===== src/rtl/enigma_pkg.sv =====
// Shared constants, FSM state encoding and mod-26 helpers for the Enigma step controller.
// Combinational helpers only; no timing or backpressure of its own.
package enigma_pkg;

  localparam int ALPHA = 26;
  localparam int IDX_W = 5;

  typedef enum logic [1:0] {
    ST_IDLE,
    ST_STEP,
    ST_PASS,
    ST_DONE
  } state_t;

  // Operands are always 0..25, so one conditional correction is enough.
  function automatic logic [IDX_W-1:0] mod26_add(input logic [IDX_W-1:0] a,
                                                 input logic [IDX_W-1:0] b);
    logic [IDX_W:0] s;
    s = {1'b0, a} + {1'b0, b};
    if (s >= (IDX_W+1)'(ALPHA)) s = s - (IDX_W+1)'(ALPHA);
    return s[IDX_W-1:0];
  endfunction

  function automatic logic [IDX_W-1:0] mod26_sub(input logic [IDX_W-1:0] a,
                                                 input logic [IDX_W-1:0] b);
    logic [IDX_W:0] s;
    s = {1'b0, a} - {1'b0, b};
    if (s[IDX_W]) s = s + (IDX_W+1)'(ALPHA);
    return s[IDX_W-1:0];
  endfunction

endpackage


===== src/rtl/rotor_counter.sv =====
// Mod-26 rotor position counter with load, step enable and notch-match flag.
// Position updates one cycle after step/load; no handshake, the parent gates step.
module rotor_counter
  import enigma_pkg::*;
#(
  parameter logic [IDX_W-1:0] NOTCH = '0
) (
  input  logic             clk,
  input  logic             rst,
  input  logic             load,
  input  logic [IDX_W-1:0] load_val,
  input  logic             step,
  output logic [IDX_W-1:0] pos,
  output logic             at_notch
);

  always_ff @(posedge clk) begin
    if (rst) begin
      pos <= '0;
    end else if (load) begin
      pos <= load_val;
    end else if (step) begin
      pos <= mod26_add(pos, IDX_W'(1));
    end
  end

  // Compared against the pre-step position, which is what drives the carry.
  assign at_notch = (pos == NOTCH);

endmodule


===== src/rtl/enigma_step_ctrl.sv =====
// Enigma sequencer: steps rotors, then time-shares one lookup across passes; ENIGMA_DOUBLE_STEP_EN adds the double-step anomaly.
// Latency: accept -> out_valid after NUM_ROTORS+2 cycles; one char per NUM_ROTORS+3 cycles.
// Backpressure: out_ready low holds DONE indefinitely; in_ready stays low until the output is taken.
module enigma_step_ctrl
  import enigma_pkg::*;
#(
  parameter int                        NUM_ROTORS = 3,
  parameter logic [5*NUM_ROTORS-1:0]   NOTCH_VEC  = {5'd21, 5'd4, 5'd16}
) (
  input  logic                         clk,
  input  logic                         rst,
  input  logic                         in_valid,
  output logic                         in_ready,
  input  logic [IDX_W-1:0]             in_idx,
  input  logic                         load,
  input  logic [IDX_W*NUM_ROTORS-1:0]  load_pos,
  output logic [31:0]                  lut_sel,
  output logic [1:0]                   lut_rotor,
  input  logic [7:0]                   lut_res,
  output logic                         out_valid,
  input  logic                         out_ready,
  output logic [IDX_W-1:0]             out_idx,
  output logic [IDX_W*NUM_ROTORS-1:0]  pos,
  output logic                         busy,
  output logic                         err
);

  state_t           state_q, state_d;
  logic [1:0]       k_q, k_d;
  logic [IDX_W-1:0] cur_q, cur_d;
  logic             err_q, err_d;

  logic [IDX_W-1:0]      rpos [NUM_ROTORS];
  logic [NUM_ROTORS-1:0] at_notch;
  logic [NUM_ROTORS-1:0] step_en;
  logic                  load_en;
  logic [IDX_W-1:0]      cur_pos;
  logic [IDX_W-1:0]      res_idx;
  logic                  unused_notch;

  assign load_en = (state_q == ST_IDLE) && load;

  for (genvar g = 0; g < NUM_ROTORS; g++) begin : g_rotor
    rotor_counter #(
      .NOTCH (NOTCH_VEC[g*IDX_W +: IDX_W])
    ) u_rotor (
      .clk      (clk),
      .rst      (rst),
      .load     (load_en),
      .load_val (load_pos[g*IDX_W +: IDX_W]),
      .step     (step_en[g]),
      .pos      (rpos[g]),
      .at_notch (at_notch[g])
    );
    assign pos[g*IDX_W +: IDX_W] = rpos[g];
  end

  // The last rotor has nothing to carry into.
  assign unused_notch = at_notch[NUM_ROTORS-1];

  always_comb begin
    step_en = '0;
    if (state_q == ST_STEP) begin
      step_en[0] = 1'b1;
      for (int i = 1; i < NUM_ROTORS; i++) begin
        step_en[i] = step_en[i-1] & at_notch[i-1];
      end
`ifdef ENIGMA_DOUBLE_STEP_EN
      // Middle rotor sitting on its notch steps itself and the left rotor.
      if (at_notch[1]) begin
        step_en[1] = 1'b1;
        step_en[2] = 1'b1;
      end
`endif
    end
  end

  always_comb begin
    cur_pos = '0;
    for (int i = 0; i < NUM_ROTORS; i++) begin
      if (k_q == 2'(i)) cur_pos = rpos[i];
    end
  end

  always_ff @(posedge clk) begin
    if (rst) begin
      state_q <= ST_IDLE;
      k_q     <= '0;
      cur_q   <= '0;
      err_q   <= 1'b0;
    end else begin
      state_q <= state_d;
      k_q     <= k_d;
      cur_q   <= cur_d;
      err_q   <= err_d;
    end
  end

  always_comb begin
    state_d   = state_q;
    k_d       = k_q;
    cur_d     = cur_q;
    err_d     = err_q;
    in_ready  = 1'b0;
    out_valid = 1'b0;
    out_idx   = '0;
    lut_sel   = '0;
    lut_rotor = '0;
    res_idx   = '0;
    busy      = (state_q != ST_IDLE);

    case (state_q)
      ST_IDLE: begin
        in_ready = !load;
        if (in_valid && !load) begin
          if (in_idx >= IDX_W'(ALPHA)) begin
            err_d = 1'b1;
            cur_d = '0;
          end else begin
            cur_d = in_idx;
          end
          state_d = ST_STEP;
        end
      end
      ST_STEP: begin
        k_d     = '0;
        state_d = ST_PASS;
      end
      ST_PASS: begin
        lut_sel   = 32'(mod26_add(cur_q, cur_pos));
        lut_rotor = k_q;
        if (lut_res >= 8'(ALPHA)) begin
          err_d   = 1'b1;
          res_idx = '0;
        end else begin
          res_idx = lut_res[IDX_W-1:0];
        end
        cur_d = mod26_sub(res_idx, cur_pos);
        if (k_q == 2'(NUM_ROTORS-1)) begin
          state_d = ST_DONE;
        end else begin
          k_d = k_q + 2'd1;
        end
      end
      ST_DONE: begin
        out_valid = 1'b1;
        out_idx   = cur_q;
        if (out_ready) state_d = ST_IDLE;
      end
      default: state_d = ST_IDLE;
    endcase
  end

  assign err = err_q;

endmodule


===== config.mk =====
export PLATFORM = sky130hd
export DESIGN_NAME = enigma_step_ctrl
export DESIGN_NICKNAME = d
export VERILOG_FILES = /design/src/rtl/enigma_pkg.sv /design/src/rtl/rotor_counter.sv /design/src/rtl/enigma_step_ctrl.sv
export SDC_FILE = /design/constraint.sdc
export NUM_CORES = 1
export LEC_CHECK = 0
export BUFFER_PORTS_ARGS = -buffer_cell sky130_fd_sc_hd__buf_2
export CELL_PAD_IN_SITES_DETAIL_PLACEMENT = 1
export CELL_PAD_IN_SITES_GLOBAL_PLACEMENT = 2
export CORE_UTILIZATION = 30
export CTS_BUF_LIST = sky130_fd_sc_hd__clkbuf_2 sky130_fd_sc_hd__clkbuf_4 sky130_fd_sc_hd__clkbuf_8
export DETAILED_ROUTE_END_ITERATION = 12
export PLACE_DENSITY = 0.86
export SLEW_MARGIN = 20
export SYNTH_ARGS = -nofsm -noshare
export SYNTH_HDL_FRONTEND = slang
export SYNTH_HIERARCHICAL = 1
export SYNTH_SLANG_ARGS = --single-unit
export TNS_END_PERCENT = 100

===== constraint.sdc =====
create_clock -name clk -period 3.9 [get_ports clk]
set_input_delay 0.39 -clock clk [delete_from_list [all_inputs] [get_ports clk]]
set_output_delay 0.39 -clock clk [all_outputs]
set_load 0.05 [all_outputs]

==> impl_metrics.csv, run 1 <==
group,metric,value,unit
status,outcome,"complete, no violations",
routing,vias,3330,
synth,yosysWarnings,6,
final_layout,drive_gt1_share,21.53,%
sta,min_period_over_period,96.24,%
worst_setup_path,crit_type,"reg2out",
die,initial_core_util,31.24,%
synth,syn-instance-count,447,
global_routing,grt_pass1_vias,3300,
routing,ant_nets,0,
global_routing,antenna_found_initial,0,
clock_network,cts_buffers,3,
worst_setup_path,crit_path_end_kind,"primary output",
global_routing,grt_remaining_overflow,0,
sta,setup_tns,0,ns
clock_network,clockRootBuffer,"clkbuf_8",
worst_setup_path,cp_common_cell,"inv_1",
power,p_int,0.0009593,W
worst_setup_path,crit_chain,"inv_1 > ha_4 > nand2_1 > nor2_1 > a21oi_2 > o21ai_2 > ha_2 > fa_2 > xor2_2 > inv_1 > ha_1 > or4_1 > o221ai_2 > o31ai_2 > buf_4",
sta,min_period,3.753,ns
sta,skew,0.01153,ns
global_routing,grt_pass1_wl,15.99,mm
clock_network,clock-sinks,25,
sta,hold_ws,0.3642,ns
die,core_area,0.01046,sq mm
clock_network,h-tree-depth,1,
final_layout,diodes,0,
synth,synth_area_per_cell,7.311,sq um
worst_setup_path,cpLargestDelayFamily,"adder cells",
die,rows,37,
clock_network,cts_tree,"done",
worst_setup_path,crit_buf_inv,3,
worst_setup_path,crit_end,"lut_sel[3]",
power,peakVddDrop,0.2342,mV
sta,worst_pin_slew,0.6509,ns
clock_network,postCtsHoldBufs,0,
worst_setup_path,crit_cells,15,
final_layout,synthToLayoutAreaGrowth,12.48,%
worst_setup_path,slowest_stage,"or4_1",
sta,final-max-slew-violation-count,0,
power,power.switching,0.001270,W
worst_setup_path,start_kind,"flip-flop",
power,pwr-share-comb,74.4,%
final_layout,num-nets-final,560,
worst_setup_path,max_stage_delay,0.56,ns
global_routing,grt_max_degree,32,
power,power_leakage,1.627,nW
place,dp_hpwl,7.625,mm
power,power.clock.fraction,7.1,%
worst_setup_path,rr_startpoint,"k_q[0]",
routing,first_iter_violations,191,
power,power_density,606.4,mW/mm^2
routing,routed_wirelength,9.733,mm
power,switching_share,56.96,%
worst_setup_path,r2r-end,"cur_q[3]",
sta,maxSlewHeadroom,55.36,%
sta,finalHoldViolCount,0,
place,io_buffer_count,63,
worst_setup_path,rrSetupSlack,0.90,ns
synth,syn_area,0.003268,sq mm
die,die_width,106.4,um
routing,drtPass1Iterations,5,
place,place_ws,0.06396,ns
global_routing,grt_use_total,17.00,%
clock_network,insertion_delay,0.27,ns
worst_hold_path,hp-class,"in2reg",
power,p_seq_share,18.5,%
routing,viasPerCell,5.261,
worst_setup_path,reg2reg_depth,13,
routing,drc,0,
worst_setup_path,crit_start,"k_q[0]",
clock_network,clockBufferDepth,2,
final_layout,fillCellCount,1380,
job,maxCapViolCount,0,
die,die_area,0.01132,sq mm
die,die_h,106.4,um
worst_setup_path,worstPathArrival,3.36,ns
worst_setup_path,required,3.51,ns
clock_network,path_clk_slew,0.10,ns
die,pin_count,91,
sta,fmax,0.2664,GHz
sta,setup_viol,0,
routing,wl_per_cell,15.38,um
place,finalWeightedCongestion,0.8550,
sta,worst_slack,0.1466,ns
worst_setup_path,critPathMaxFanout,5,
## worst min-delay path, stage by stage
cell and delay [ns]:
buf_2 0.10, nand2_1 0.05, a21oi_1 0.06
## power by group through the flow
stage               clock (W)  sequential [W]  combinational, W
global route         0.000174        0.000423           0.00183
finish               0.000159        0.000413           0.00166
floorplan                   0        0.000539           0.00113
CTS                  0.000168        0.000412           0.00165
detailed placement          0        0.000417           0.00162
global placement            0        0.000416           0.00157
## area by class of cell
type / instances / area (sq um) / share of cell area [%]
clock buffers: 3 / 41.29 / 1.123
clock inverters: 1 / 5.005 / 0.1361
inverters: 27 / 101.3 / 2.757
multi-input cells: 369 / 2470 / 67.19
flip-flops and latches: 25 / 503.0 / 13.68
well taps: 136 / 170.2 / 4.629
repair buffers: 72 / 385.4 / 10.48
## stage by stage
| stage | cell area (sq um) | power [W] | utilization, % | std cells |
|---|---|---|---|---|
| 5_1_grt | 3676 | 0.002429 | 35.14 | 633 |
| 3_5_place_dp | 3570 | 0.002033 | 34.12 | 628 |
| 2_1_floorplan | 3366 | 0.001668 | - | 473 |
| 3_3_place_gp | 3570 | 0.001982 | 34.12 | 628 |
| 4_1_cts | 3643 | 0.002226 | 34.82 | 633 |
| 6_report | 3676 | 0.002229 | 35.14 | 633 |
## what timing repair did
action / 4_1_cts / 5_1_grt
pin swaps: 1 / 0
setup endpoints to repair: 3 / 4
setup buffers: 1 / 0
gates resized for setup: 8 / 8
## cells in the final DEF, fill, tap and decap left out, drive strengths merged, types with 6 or more instances in the layout
| cell type | n |
|---|---|
| a21oi | 41 |
| nand2 | 38 |
| conb | 27 |
| dfxtp | 25 |
| inv | 27 |
| buf | 72 |
| o31ai | 8 |
| nor2 | 41 |
| or3 | 6 |
| nor3b | 6 |
| o211ai | 6 |
| xor2 | 8 |
| o21ai | 25 |
| and2 | 17 |
| nor3 | 13 |
| ha | 27 |
## per-layer routing
layer	share of wire (%)	routed length [um]	up-vias	track usage (%)
met4	0.28	27	0	2.183
met1	45	4377	1608	20.96
met3	2.5	247	4	1.533
li1	-	-	1657	-
met2	52	5081	61	32.33
met5	0	0	-	0
## worst min-delay path by stage
stage / from / end / slack [ns] / depth (start not counted)
floorplan: rst / g_rotor[0].u_rotor/pos[0] / 0.46 / 1
finish: load_pos[0] / g_rotor[0].u_rotor/pos[0] / 0.36 / 3
global route: load_pos[0] / g_rotor[0].u_rotor/pos[0] / 0.37 / 3
detailed placement: err / err / 0.47 / 2
CTS: load_pos[8] / g_rotor[1].u_rotor/pos[3] / 0.36 / 3
global placement: err / err / 0.47 / 2
## state kept, by name, indices dropped and copies added, names as in the netlist
name                 flops
err                      1
g_rotor.u_rotor/pos     15
k_q                      2
state_q                  2
cur_q                    5
Power figures use the tool's default switching activity.
==> run 2, diff against run 1 <==
--- a/config.mk
+++ b/config.mk
@@ -7,11 +7,12 @@
 export LEC_CHECK = 0
 export BUFFER_PORTS_ARGS = -buffer_cell sky130_fd_sc_hd__buf_2
 export CELL_PAD_IN_SITES_DETAIL_PLACEMENT = 1
-export CELL_PAD_IN_SITES_GLOBAL_PLACEMENT = 2
-export CORE_UTILIZATION = 30
+export CELL_PAD_IN_SITES_GLOBAL_PLACEMENT = 1
+export CORE_UTILIZATION = 39
 export CTS_BUF_LIST = sky130_fd_sc_hd__clkbuf_2 sky130_fd_sc_hd__clkbuf_4 sky130_fd_sc_hd__clkbuf_8
 export DETAILED_ROUTE_END_ITERATION = 12
-export PLACE_DENSITY = 0.86
+export GPL_TIMING_DRIVEN = 0
+export PLACE_DENSITY = 0.87
 export SLEW_MARGIN = 20
 export SYNTH_ARGS = -nofsm -noshare
 export SYNTH_HDL_FRONTEND = slang
==> impl_metrics.csv, run 2 (same netlist as run 1, synthesis figures left out) <==
group,metric,value,unit
routing,routed_wirelength,10.07,mm
sta,setup_viol,0,
die,rows,33,
sta,maxSlewHeadroom,52.23,%
die,die_width,93.54,um
sta,min_period_over_period,95.87,%
job,maxCapViolCount,0,
clock_network,cts_buffers,3,
clock_network,clockRootBuffer,"clkbuf_8",
place,finalWeightedCongestion,0.8690,
sta,worst_pin_slew,0.6966,ns
clock_network,insertion_delay,0.28,ns
place,io_buffer_count,63,
global_routing,grt_pass1_wl,16.35,mm
sta,finalHoldViolCount,0,
worst_setup_path,crit_type,"reg2out",
worst_setup_path,crit_path_end_kind,"primary output",
routing,wl_per_cell,15.63,um
place,placed_area,0.003812,sq mm
global_routing,grt_pass1_vias,3492,
clock_network,path_clk_slew,0.11,ns
final_layout,diodes,0,
worst_setup_path,worstPathArrival,3.35,ns
final_layout,final_area,0.003935,sq mm
die,die_area,0.008750,sq mm
die,initial_core_util,39.98,%
sta,setup_tns,0,ns
routing,ant_nets,0,
power,p_total,0.002311,W
sta,skew,0.004913,ns
final_layout,top_register,"g_rotor.u_rotor/pos",
final_layout,synthToLayoutAreaGrowth,20.41,%
global_routing,grt_max_degree,23,
power,power_leakage,1.810,nW
final_layout,largest_reg_flops,15,
routing,vias,3553,
final_layout,layout.cells.most_common,"buf_2",
routing,drc,0,
place,dp_hpwl,7.912,mm
final_layout,final_util,48.13,%
routing,viasPerCell,5.517,
die,die_h,93.54,um
global_routing,grt_use_total,22.96,%
clock_network,cts_tree,"done",
clock_network,h-tree-depth,1,
worst_setup_path,required,3.51,ns
die,pin_count,91,
final_layout,drive_gt1_share,26.35,%
power,peakVddDrop,0.3152,mV
status,outcome,"complete, no violations",
clock_network,clock-sinks,25,
routing,first_iter_violations,85,
worst_setup_path,start_kind,"flip-flop",
global_routing,grt_remaining_overflow,0,
worst_hold_path,hp-class,"in2reg",
final_layout,top_regs,"g_rotor.u_rotor/pos (15), cur_q (5)",
global_routing,antenna_found_initial,0,
sta,fmax,0.2674,GHz
routing,drtPass1Iterations,4,
sta,min_period,3.739,ns
power,power_density,587.2,mW/mm^2
worst_setup_path,critPathMaxFanout,10,
sta,final-max-slew-violation-count,0,
final_layout,num-nets-final,602,
final_layout,final_cell_mix,"buf_2 (68), nor2_1 (41), nand2_1 (38)",
clock_network,clockBufferDepth,2,
die,core_area,0.008175,sq mm
run 2: cell count changes in the layout (fill, tap and decap cells not counted), sizes merged:
cell      previous run  this run
clkinvlp             0         1
clkbuf               3        14
buf                 72       103
clkinv               1         0
run 2: critical path: stages, from the launching register on:
cell and delay (ns):
dfxtp_2 0.35, inv_2 0.11, ha_4 0.21, nor2_1 0.07
a21oi_2 0.15, o21ai_2 0.13, ha_4 0.20, fa_2 0.56
inv_1 0.07, ha_1 0.23, or4_1 0.54, o221ai_2 0.16
o31ai_2 0.09, buf_4 0.19
run 2: repair_timing:
action                                  in CTS  in global routing
buffers inserted                             0                  1
gates cloned                                 0                  0
hold buffers                                 0                  0
endpoints found under the setup margin       4                  3
resized for setup                           10                 13
pin swaps                                    1                  1
run 2: routing by layer:
layer / GRT usage, % / part of all wire, % / vias up
li1: - / - / 1737
met1: 28.53 / 45 / 1725
met2: 42.22 / 51 / 81
met3: 2.846 / 3.6 / 10
met4: 4.487 / 0.73 / 0
met5: 0 / 0 / -
run 2: where the power goes:
part / switching, W / internal, W / total, W
Combinational: 0.00111 / 0.000592 / 0.00170
Sequential: 0.000116 / 0.000323 / 0.000439
Clock: 0.000102 / 0.0000729 / 0.000175
run 2: final timing paths:
path	startpoint	endpoint	slack, ns	cells after the start
setup reg to reg	k_q[0]	cur_q[3]	0.77	15
hold / removal	load_pos[5]	g_rotor[1].u_rotor/pos[0]	0.33	3
setup / recovery	k_q[1]	lut_sel[3]	0.16	13
hold reg to reg	err	err	0.48	2
run 2: cell type report:
type | instances | area, sq um
clock inverter | 1 | 7.507
sequential | 25 | 506.7
timing repair buffer | 64 | 325.3
clock buffer | 3 | 41.29
buffer | 50 | 334.1
multi-input combinational | 369 | 2487
inverter | 27 | 101.3
tap | 105 | 131.4
fill | 1109 | 4240
run 2: stage by stage:
step | worst slack (ns) | std cells | hold slack, ns
floorplan | 0.1192 | 473 | 0.4591
detailed placement | -0.1718 | 641 | 0.4660
global route | -0.02005 | 644 | 0.3230
global placement | -0.01759 | 641 | 0.4555
finish | 0.1609 | 644 | 0.3332
CTS | 0.002423 | 643 | 0.3321
==> run 3, diff against run 2 <==
--- a/config.mk
+++ b/config.mk
@@ -5,13 +5,13 @@
 export SDC_FILE = /design/constraint.sdc
 export NUM_CORES = 1
 export LEC_CHECK = 0
+export ABC_CLOCK_PERIOD_IN_PS = 3900
 export BUFFER_PORTS_ARGS = -buffer_cell sky130_fd_sc_hd__buf_2
 export CELL_PAD_IN_SITES_DETAIL_PLACEMENT = 1
 export CELL_PAD_IN_SITES_GLOBAL_PLACEMENT = 1
 export CORE_UTILIZATION = 39
 export CTS_BUF_LIST = sky130_fd_sc_hd__clkbuf_2 sky130_fd_sc_hd__clkbuf_4 sky130_fd_sc_hd__clkbuf_8
 export DETAILED_ROUTE_END_ITERATION = 12
-export GPL_TIMING_DRIVEN = 0
 export PLACE_DENSITY = 0.87
 export SLEW_MARGIN = 20
 export SYNTH_ARGS = -nofsm -noshare
==> impl_metrics.csv, run 3 (same netlist as run 1, synthesis figures left out) <==
group,metric,value,unit
die,die_width,93.54,um
final_layout,synthToLayoutAreaGrowth,10.83,%
sta,setup_tns,0,ns
power,power_density,618.6,mW/mm^2
routing,first_iter_violations,142,
place,place_ws,0.09074,ns
die,pin_count,91,
clock_network,path_clk_slew,0.11,ns
worst_setup_path,slowest_stage,"or4_1",
worst_setup_path,required,3.51,ns
power,power_leakage,1.617,nW
routing,drtPass1Iterations,4,
worst_setup_path,reg2reg_depth,14,
worst_setup_path,worstPathArrival,3.45,ns
global_routing,grt_use_total,22.56,%
routing,wl_per_cell,16.24,um
routing,vias,3403,
place,io_buffer_count,63,
sta,skew,0.006545,ns
global_routing,grt_remaining_overflow,0,
die,die_area,0.008750,sq mm
worst_setup_path,crit_type,"reg2out",
sta,hold_ws,0.3524,ns
worst_setup_path,crit_path_end_kind,"primary output",
die,rows,33,
die,core_area,0.008175,sq mm
sta,final-max-slew-violation-count,0,
final_layout,final_cell_mix,"buf_2 (62), nor2_1 (41), nand2_1 (38)",
routing,viasPerCell,5.672,
routing,ant_nets,0,
clock_network,clock-sinks,25,
worst_setup_path,crit_cells,14,
clock_network,clockRootBuffer,"clkbuf_8",
final_layout,drive_gt1_share,21.41,%
final_layout,final_util,44.31,%
clock_network,insertion_delay,0.28,ns
status,outcome,"complete, no violations",
worst_setup_path,crit_start,"k_q[0]",
sta,worst_slack,0.06444,ns
global_routing,antenna_found_initial,0,
final_layout,top_register,"g_rotor.u_rotor/pos",
sta,finalHoldViolCount,0,
sta,worst_pin_slew,0.6169,ns
worst_setup_path,rrSetupSlack,0.94,ns
sta,fmax,0.2607,GHz
place,dp_hpwl,7.347,mm
clock_network,h-tree-depth,1,
sta,setup_viol,0,
worst_setup_path,crit_chain,"inv_1 > ha_2 > nand2_1 > nor2_1 > a21oi_2 > o21ai_2 > ha_2 > fa_2 > inv_1 > ha_1 > or4_1 > o221ai_2 > o31ai_2 > buf_4",
die,die_h,93.54,um
place,placed_area,0.003516,sq mm
sta,min_period,3.836,ns
clock_network,cts_buffers,3,
clock_network,cts_tree,"done",
power,peakVddDrop,0.2757,mV
worst_setup_path,critPathMaxFanout,5,
worst_setup_path,start_kind,"flip-flop",
global_routing,grt_max_degree,32,
sta,min_period_over_period,98.35,%
final_layout,final_area,0.003622,sq mm
global_routing,grt_pass1_wl,15.98,mm
worst_setup_path,crit_buf_inv,3,
routing,drc,0,
worst_setup_path,crit_end,"lut_sel[3]",
final_layout,num-nets-final,558,
worst_setup_path,r2r-end,"cur_q[3]",
final_layout,diodes,0,
global_routing,grt_pass1_vias,3405,
worst_hold_path,hp-class,"in2reg",
worst_setup_path,max_stage_delay,0.57,ns
job,maxCapViolCount,0,
final_layout,largest_reg_flops,15,
sta,maxSlewHeadroom,57.70,%
place,finalWeightedCongestion,0.8375,
die,initial_core_util,39.98,%
clock_network,clockBufferDepth,2,
worst_setup_path,cpLargestDelayFamily,"adder cells",
routing,routed_wirelength,9.743,mm
worst_setup_path,rr_startpoint,"k_q[0]",
final_layout,layout.cells.most_common,"buf_2",
final_layout,top_regs,"g_rotor.u_rotor/pos (15), cur_q (5)",
run 3: cell types whose count changed in the layout (fill, tap and decap cells not counted), moves of 4 or more:
cell,previous run,this run
buf_2,68,62
buf_4,31,8
buf_6,4,0
clkbuf_1,11,0
run 3: area by class of cell:
cell class / instances / area, sq um
Sequential cell: 25 / 505.5
Timing Repair Buffer: 70 / 370.4
Clock buffer: 3 / 41.29
Clock inverter: 1 / 5.005
Inverter: 27 / 101.3
Multi-Input combinational cell: 369 / 2467
Fill cell: 1073 / 4553
Tap cell: 105 / 131.4
run 3: where the power goes:
part,leakage (nW),switching (W),internal [W]
sequential,0.207,0.000107,0.000322
clock,0.0255,0.0000996,0.0000720
combinational,1.38,0.00108,0.000559
total,1.62,0.00129,0.000953
run 3: routing by layer:
metal	part of all wire, %	global-route usage (%)
met5	0	0
met4	1.2	4.615
met2	51	41.48
met3	3.4	3.089
met1	44	27.78
run 3: worst min path at each step:
stage	start	end	slack, ns	depth (start not counted)
CTS	load_pos[5]	g_rotor[1].u_rotor/pos[0]	0.35	3
detailed placement	err	err	0.46	2
global route	load_pos[4]	g_rotor[0].u_rotor/pos[4]	0.34	3
finish	load_pos[4]	g_rotor[0].u_rotor/pos[4]	0.35	3
global placement	err	err	0.45	2
floorplan	rst	g_rotor[0].u_rotor/pos[0]	0.46	1
run 3: per-stage QoR:
stage          total power, W  cells
6_report             0.002241    600
5_1_grt              0.002435    600
4_1_cts              0.002206    600
3_5_place_dp         0.002006    595
3_3_place_gp         0.001939    595
2_1_floorplan        0.001668    473
run 3: worst reg2reg max path: stages, from the launching register on:
cell and delay, ns:
dfxtp_4 0.38, inv_1 0.11, ha_2 0.23, nand2_1 0.08, nor2_1 0.14, a21oi_2 0.06, o21ai_2 0.17, ha_1 0.19
inv_1 0.06, fa_1 0.39, xor2_1 0.20, ha_1 0.23, a211o_1 0.22, a221oi_1 0.27, a211oi_1 0.11
run 3: timing repair:
item	4_1_cts	5_1_grt
buffers inserted	1	0
endpoints found under the setup margin	3	4
hold endpoints to repair	0	0
gates resized for setup	6	12
pin swaps	1	0
hold buffers	0	0
